## config.mk

```make
export PLATFORM = sky130hd
export DESIGN_NAME = rtu_rx_frame_ctrl
export DESIGN_NICKNAME = d
export VERILOG_FILES = /design/src/rtl/rtu_rx_frame_ctrl.sv
export SDC_FILE = /design/constraint.sdc
export NUM_CORES = 1
export LEC_CHECK = 0
export ABC_CLOCK_PERIOD_IN_PS = 2600
export CORE_MARGIN = 3
export CORE_UTILIZATION = 40
export CTS_BUF_LIST = sky130_fd_sc_hd__clkbuf_16
export CTS_CLUSTER_SIZE = 10
export DETAILED_ROUTE_END_ITERATION = 10
export GPL_TIMING_DRIVEN = 0
export SYNTH_ARGS = -nofsm -noshare
export SYNTH_HDL_FRONTEND = slang
export SYNTH_SLANG_ARGS = --single-unit
```

## constraint.sdc

```tcl
create_clock -name clk_in -period 2.6 [get_ports clk_in]
set_clock_uncertainty 0.05 [all_clocks]
set_input_delay 0.78 -clock clk_in [delete_from_list [all_inputs] [get_ports clk_in]]
set_output_delay 0.78 -clock clk_in [all_outputs]
set_load 0.02 [all_outputs]
```

## src/rtl/rtu_rx_frame_ctrl.sv

```systemverilog
// Modbus RTU receive-frame sequencer: times line silence in bit-times, writes
// accepted bytes to the frame buffer and hands complete frames to the parser.
module rtu_rx_frame_ctrl #(
   parameter int unsigned CLK_FREQ  = 50000000,
   parameter int unsigned BAUD_RATE = 9600,
   parameter int unsigned T15_BITS  = 15,
   parameter int unsigned T35_BITS  = 35,
   parameter int unsigned MIN_LEN   = 4,
   parameter int unsigned MAX_LEN   = 256
) (
   input  logic       clk_in,
   input  logic       rst_in,
   input  logic       rx_done,
   input  logic [7:0] rx_data,
   input  logic       rx_state,
   output logic       fb_wr_en,
   output logic [7:0] fb_wr_addr,
   output logic [7:0] fb_wr_data,
   output logic       frame_valid,
   output logic [8:0] frame_len,
   input  logic       frame_ack,
   output logic       frame_err,
   output logic [1:0] err_code
);

   localparam int unsigned BPS_PARAM = CLK_FREQ / BAUD_RATE;
   localparam int unsigned DIV_W     = (BPS_PARAM > 1) ? $clog2(BPS_PARAM) : 1;
   localparam int unsigned GAP_W     = $clog2(T35_BITS + 1);
   localparam int unsigned CNT_W     = 9;

   localparam logic [1:0] ERR_GAP   = 2'b01;
   localparam logic [1:0] ERR_OVF   = 2'b10;
   localparam logic [1:0] ERR_SHORT = 2'b11;

   typedef enum logic [2:0] {
      S_INIT,
      S_IDLE,
      S_RECV,
      S_GAP,
      S_DISCARD,
      S_DONE
   } state_t;

   state_t             state;
   logic [DIV_W-1:0]   div_cnt;
   logic [GAP_W-1:0]   gap_bits;
   logic [CNT_W-1:0]   cnt;
   logic [1:0]         err_lat;
   logic               ovr;
   logic               t15;
   logic               t35;

   assign t15 = (gap_bits >= GAP_W'(T15_BITS));
   assign t35 = (gap_bits >= GAP_W'(T35_BITS));

   // Silence timer: bit-time divider feeding a saturating bit-time counter
   always_ff @(posedge clk_in or posedge rst_in) begin
      if (rst_in) begin
         div_cnt  <= '0;
         gap_bits <= '0;
      end else if (rx_done || rx_state) begin
         div_cnt  <= '0;
         gap_bits <= '0;
      end else if (div_cnt == DIV_W'(BPS_PARAM - 1)) begin
         div_cnt <= '0;
         if (gap_bits != GAP_W'(T35_BITS)) begin
            gap_bits <= gap_bits + GAP_W'(1);
         end
      end else begin
         div_cnt <= div_cnt + DIV_W'(1);
      end
   end

   // Frame sequencer; a byte arrival always outranks a same-cycle silence threshold
   always_ff @(posedge clk_in or posedge rst_in) begin
      if (rst_in) begin
         state       <= S_INIT;
         cnt         <= '0;
         err_lat     <= 2'b00;
         ovr         <= 1'b0;
         fb_wr_en    <= 1'b0;
         fb_wr_addr  <= 8'd0;
         fb_wr_data  <= 8'd0;
         frame_valid <= 1'b0;
         frame_len   <= 9'd0;
         frame_err   <= 1'b0;
         err_code    <= 2'b00;
      end else begin
         fb_wr_en  <= 1'b0;
         frame_err <= 1'b0;
         err_code  <= 2'b00;
         case (state)
            S_INIT: begin
               if (!rx_done && t35) begin
                  state <= S_IDLE;
               end
            end
            S_IDLE: begin
               if (rx_done) begin
                  fb_wr_en   <= 1'b1;
                  fb_wr_addr <= 8'd0;
                  fb_wr_data <= rx_data;
                  cnt        <= CNT_W'(1);
                  state      <= S_RECV;
               end
            end
            S_RECV: begin
               if (rx_done) begin
                  if (cnt < CNT_W'(MAX_LEN)) begin
                     fb_wr_en   <= 1'b1;
                     fb_wr_addr <= cnt[7:0];
                     fb_wr_data <= rx_data;
                     cnt        <= cnt + CNT_W'(1);
                  end else begin
                     err_lat <= ERR_OVF;
                     state   <= S_DISCARD;
                  end
               end else if (t15) begin
                  state <= S_GAP;
               end
            end
            S_GAP: begin
               if (rx_done) begin
                  err_lat <= ERR_GAP;
                  state   <= S_DISCARD;
               end else if (t35) begin
                  if (cnt < CNT_W'(MIN_LEN)) begin
                     frame_err <= 1'b1;
                     err_code  <= ERR_SHORT;
                     state     <= S_IDLE;
                  end else begin
                     frame_valid <= 1'b1;
                     frame_len   <= cnt;
                     ovr         <= 1'b0;
                     state       <= S_DONE;
                  end
               end
            end
            S_DISCARD: begin
               if (!rx_done && t35) begin
                  frame_err <= 1'b1;
                  err_code  <= err_lat;
                  state     <= S_IDLE;
               end
            end
            S_DONE: begin
               if (frame_ack) begin
                  frame_valid <= 1'b0;
                  ovr         <= 1'b0;
                  if (ovr || rx_done) begin
                     err_lat <= ERR_OVF;
                     state   <= S_DISCARD;
                  end else begin
                     state <= S_IDLE;
                  end
               end else if (rx_done) begin
                  ovr <= 1'b1;
               end
            end
            default: state <= S_INIT;
         endcase
      end
   end

endmodule

```

# Yosys cells after proc, flatten, opt, wreduce, memory -nomap -nowiden
# Cells that the tools add are included.
# word_totals
register_bits,64
inputBits,13
output_inout_bits,30
elab_cells,121
# op_classes
addsub,3
n_lt_le_gt_ge,4
n_eq_ne,22
muxes,59
bitwise,2
n_reduce_logical,18
# op_table
op,n
two-way mux 8 bit,6
case mux 8 bit (2 select lines),2
two-way mux 3 bit,10
two-way mux 9 bit,3
two-way mux 13 bit,2
inequality test 2 bit (second input constant),10
two-way mux 2 bit,9
two-way mux 6 bit,3
case mux 9 bit (2 select lines),1
two-way mux 1 bit,16
case mux 3 bit (5 select lines),1
adder 13 x 1 -> 13 bit (second input constant),1
equality test 13 bit (second input constant),1
inequality test 3 bit (second input constant),4
AND reduction 6 bit,2
AND reduction 5 bit,2
adder 9 x 1 -> 9 bit (second input constant),1
less-than comparator 9 x 3 -> 1 bit (second input constant),1
less-than comparator 9 bit (second input constant),1
case mux 1 bit (2 select lines),4
AND reduction 4 bit,2
nonzero test 2 bit,4
adder 6 x 1 -> 6 bit (second input constant),1
equality test 3 x 2 -> 1 bit (second input constant),2
other kinds (16),19

# Depth between registers and ports, before layout
# logic_depth
depth_word,5
depth_mapped,7
mapped_depth_nobuf,5

# Worst setup path after synthesis
# OpenSTA, ideal clock, no wires.
# synth_path
path_type,in2reg
from,input port rx_done
to,register frame_len[0]
setup_time_ns,0.125
t_arrival_ns,1.852
t_required_ns,2.425
slack_ns,0.573
cell_stages,5
n_path_buf,1
path_cell_list,inv_1 -> nand3_1 -> or3_1 -> buf_6 -> mux2_4
# synth_between
elab_chain_len,2
# synth_rtl
item,line,rtl
start: declaration,13,"input logic rx_done,"
NOT 1 bit (no source line),-,
AND reduction 4 bit (no source line),-,
end signal: assignment,133,frame_len <= cnt;
end: declaration,20,"output logic [8:0] frame_len,"
# No other way between the ends.
# A chain may end at the register's enable or synchronous reset.

# Final worst setup path
# layout_path
from,input port rx_done
to,register state[0]
# layout_between
elab_chain_len,4
word_cells_on_any_way,14
classes_between,eq/ne (5); mux (5); reduce/logical (4)
# layout_rtl
item,line,rtl
logical OR 1 bit or zero test 1 bit (tied branches),"150, 94, 140",
two-way mux 3 bit or logical AND 1 bit (tied branches),"150, 94, 140",
two-way mux 3 bit or inequality test 2 x 1 -> 1 bit (tied branches),-,
case mux 3 bit (5 select lines) or AND reduction 6 bit (tied branches),-,
end signal: assignment,95,state <= S_IDLE;
end signal: assignment,152,state <= S_DISCARD;
end signal: assignment,154,state <= S_IDLE;
end: declaration,44,state_t state;
# Several ways; a longest one is shown, not always the timed one. The select of a mux whose other input is x is not followed.

==> run metrics <==
status=completed; Power Dens Cells=803 nW/um2; CTS Buf Count=9; Rows=31; Core Util, Final=53.6%; clock root cell=clkbuf_16; slew margin rel.=61.7%; wire length per cell=13.7 um; Max VDD drop=0.351 mV; CP arrival=2.54 ns; hold slack=0.426 ns; post-synthesis sequential area ratio=51.1%; number of global-route vias before repair=2355; Tmin final=2.39 ns; Avg Cell Area, Syn=9.98 um2; Placement Setup Slack=-0.144 ns; core area=7410 um2; Setup-failing EPs final=0; Cell Chain, Critical Path=clkdlybuf4s50_1 -> clkbuf_1 -> nor3b_1 -> a21oi_1 -> o221ai_1 -> mux2_1; largest net degree at the start of global routing=39; WP data required=2.75 ns; dpl hpwl=4.51 mm; area leader, netlist=dfrtp_1; I/O pin total=43; clock slew at reported path FFs=0.05 ns; Die H=94.5 um; DRC viols=0; Initial Util=42.3%; Ant. Diodes=0; DRT iter0 DRCs=139; Hold Path Class=reg -> reg; GPL Wtd Cong=0.810; Ys Warns=0; CP endpoint kind=flip-flop; main area contributors after synthesis=dfrtp_1 (51%), nand2_1 (7.1%), mux2_4 (4.3%); max layer used=met4; Synth-to-Final Area Change=26.7%; CP Max Fanout=10; Antenna Nets Post-Route=0; RSZ-0062 raised after global routing=no; Yosys cell types=58; cts repair resizes=0; Post-synth top flop=dfrtp_1; Fill cells=677; routed via count=2446; PortBufs=42; die area=8930 um2; CTS Sinks=64; DR pass1 iterations=4; Post-CTS Repair Setup Buffers=0; Detail Route met2 WL=3.13 mm; Routed met3 length=229 um; number of synthesized flops with an enable pin=0; total wire length=6.45 mm; GR Overflow Total=0; period utilization=91.9%; Final Hold Violating Endpoints=0; Setup CP Type=in -> reg; Slew Limit Fails=0; slowest cell on the critical path=clkdlybuf4s50_1; TNS Setup=0 ns; Worst Max-Slew Pin Slew=0.574 ns; area fraction of the dominant cell type after synthesis=51.1%; max cap viols=0; final setup margin=0.210 ns; slowest cell delay on critical path=0.53 ns; nets=384; Pleak=1.70 nW; share of cells above drive strength 1=10.7%; Clock Path Buffers=2; Finished Layout Cells=472; first-pass GRT wire length=11.1 mm; vias per cell=5.18; Mapped Area=3130 um2; CP startpoint kind=primary input; initial antenna violation count=0; Seq cells post-synth=64; met1 WL=3.01 mm; die width=94.5 um; Inst Count DP=456; H-tree depth=3; syn_nets=330; async set-reset flop share out of synthesis=100%; Max Fclk=418 MHz; cells after synthesis=314; CTS tree=yes; Hold Crit Depth=2; Post-CTS Hold Buffers=0; Total GRT Usage=15.9%; Reg2Reg Depth=6; Clock Latency Late Sink=0.33 ns
-- registers in the layout (all words and copies together) (netlist names), 2 cells and up --
| signal | cells |
|---|---|
| state | 3 |
| fb_wr_addr | 8 |
| fb_wr_data | 8 |
| err_lat | 2 |
| div_cnt | 13 |
| err_code | 2 |
| cnt | 9 |
| frame_len | 9 |
| gap_bits | 6 |
-- power by group --
part | switching, W | internal (W)
logic | 0.000503 | 0.000372
registers | 0.000110 | 0.00113
clock network | 0.000434 | 0.000643
-- metrics by stage --
step / area, um2 / total power [W]
after global placement: 3680 / 0.00213
after CTS: 3970 / 0.00323
final: 3970 / 0.00319
after detailed placement: 3700 / 0.00214
after global routing: 3970 / 0.00339
after floorplan: 3130 / 0.00181
-- cell families after synthesis --
logic type | share of synthesized area, %
XOR/XNOR | 3.08
AND/OR/NAND/NOR | 24.3
multiplexers | 6.75
AO/OA/AOI/OAI | 10.3
adder cells (fa/ha/maj) | 1.20
buffers and inverters | 3.20
flip-flops | 51.1
-- per-layer routing --
| layer | global-route usage (%) | vias to the layer above |
|---|---|---|
| met5 | 0 | - |
| met4 | 8.17 | 0 |
| met3 | 2.63 | 7 |
| met2 | 25.2 | 39 |
| met1 | 20.9 | 1175 |
| li1 | - | 1225 |
-- cells in the mapped netlist (7+ instances only) --
cell,instances
dfrtp_1,64
nand2_1,59
nor2_1,21
a21oi_1,15
nand3_1,15
mux2_4,9
o21ai_0,9
o21ai_1,9
xnor2_1,8
clkbuf_1,7
inv_1,7
or3_1,7
-- cells in the final DEF, fill, tap and decap left out, types with 4 or more instances in the layout --
master | Yosys | final
and3_1 | 4 | 4
nor4_1 | 5 | 5
clkbuf_1 | 7 | 7
o21ai_0 | 9 | 9
clkdlybuf4s50_1 | 0 | 42
nand2_1 | 59 | 59
inv_1 | 7 | 6
dfrtp_1 | 64 | 64
nor2_1 | 21 | 21
nor3_1 | 5 | 5
a21oi_1 | 15 | 15
or3_1 | 7 | 7
clkbuf_16 | 0 | 9
or4_1 | 6 | 6
o21ai_1 | 9 | 9
xnor2_1 | 8 | 8
o31ai_1 | 4 | 4
mux2_4 | 9 | 9
mux2_1 | 4 | 4
buf_2 | 4 | 4
nand3_1 | 15 | 15
-- final cells by class --
class | count | area, um2 | share of cell area, %
Inverter | 8 | 30.0 | 0.756
Clock inverter | 7 | 47.5 | 1.20
Multi-Input combinational cell | 228 | 1430 | 36.1
Timing Repair Buffer | 43 | 440 | 11.1
Tap cell | 99 | 124 | 3.12
Clock buffer | 9 | 225 | 5.67
Buffer | 14 | 70.1 | 1.76
Sequential cell | 64 | 1600 | 40.3
-- worst max-delay path: cells and delay by family --
family                 cells  cell delay (ns)
buffers and inverters      2             0.89
AOI/OAI and AO/OA          2             0.42
muxes                      1             0.35
and+or+nand+nor            1             0.10
-- worst paths after layout --
| check | endpoint | slack (ns) | startpoint |
|---|---|---|---|
| worst max register to register | frame_len[4]$_DFFE_PP0P_ | 0.42 | gap_bits[0]$_DFFE_PP0P_ |
| worst max-delay path | state[0]$_DFFE_PP0P_ | 0.21 | rx_done |
| worst min register to register | fb_wr_data[1]$_DFFE_PP0P_ | 0.43 | fb_wr_data[1]$_DFFE_PP0P_ |
| max in group asynchronous | frame_len[3]$_DFFE_PP0P_ | 1.11 | rst_in |
| min in group asynchronous | div_cnt[7]$_DFF_PP0_ | 0.78 | rst_in |
| worst min-delay path | fb_wr_data[1]$_DFFE_PP0P_ | 0.43 | fb_wr_data[1]$_DFFE_PP0P_ |
(Power assumes the default switching activity.)
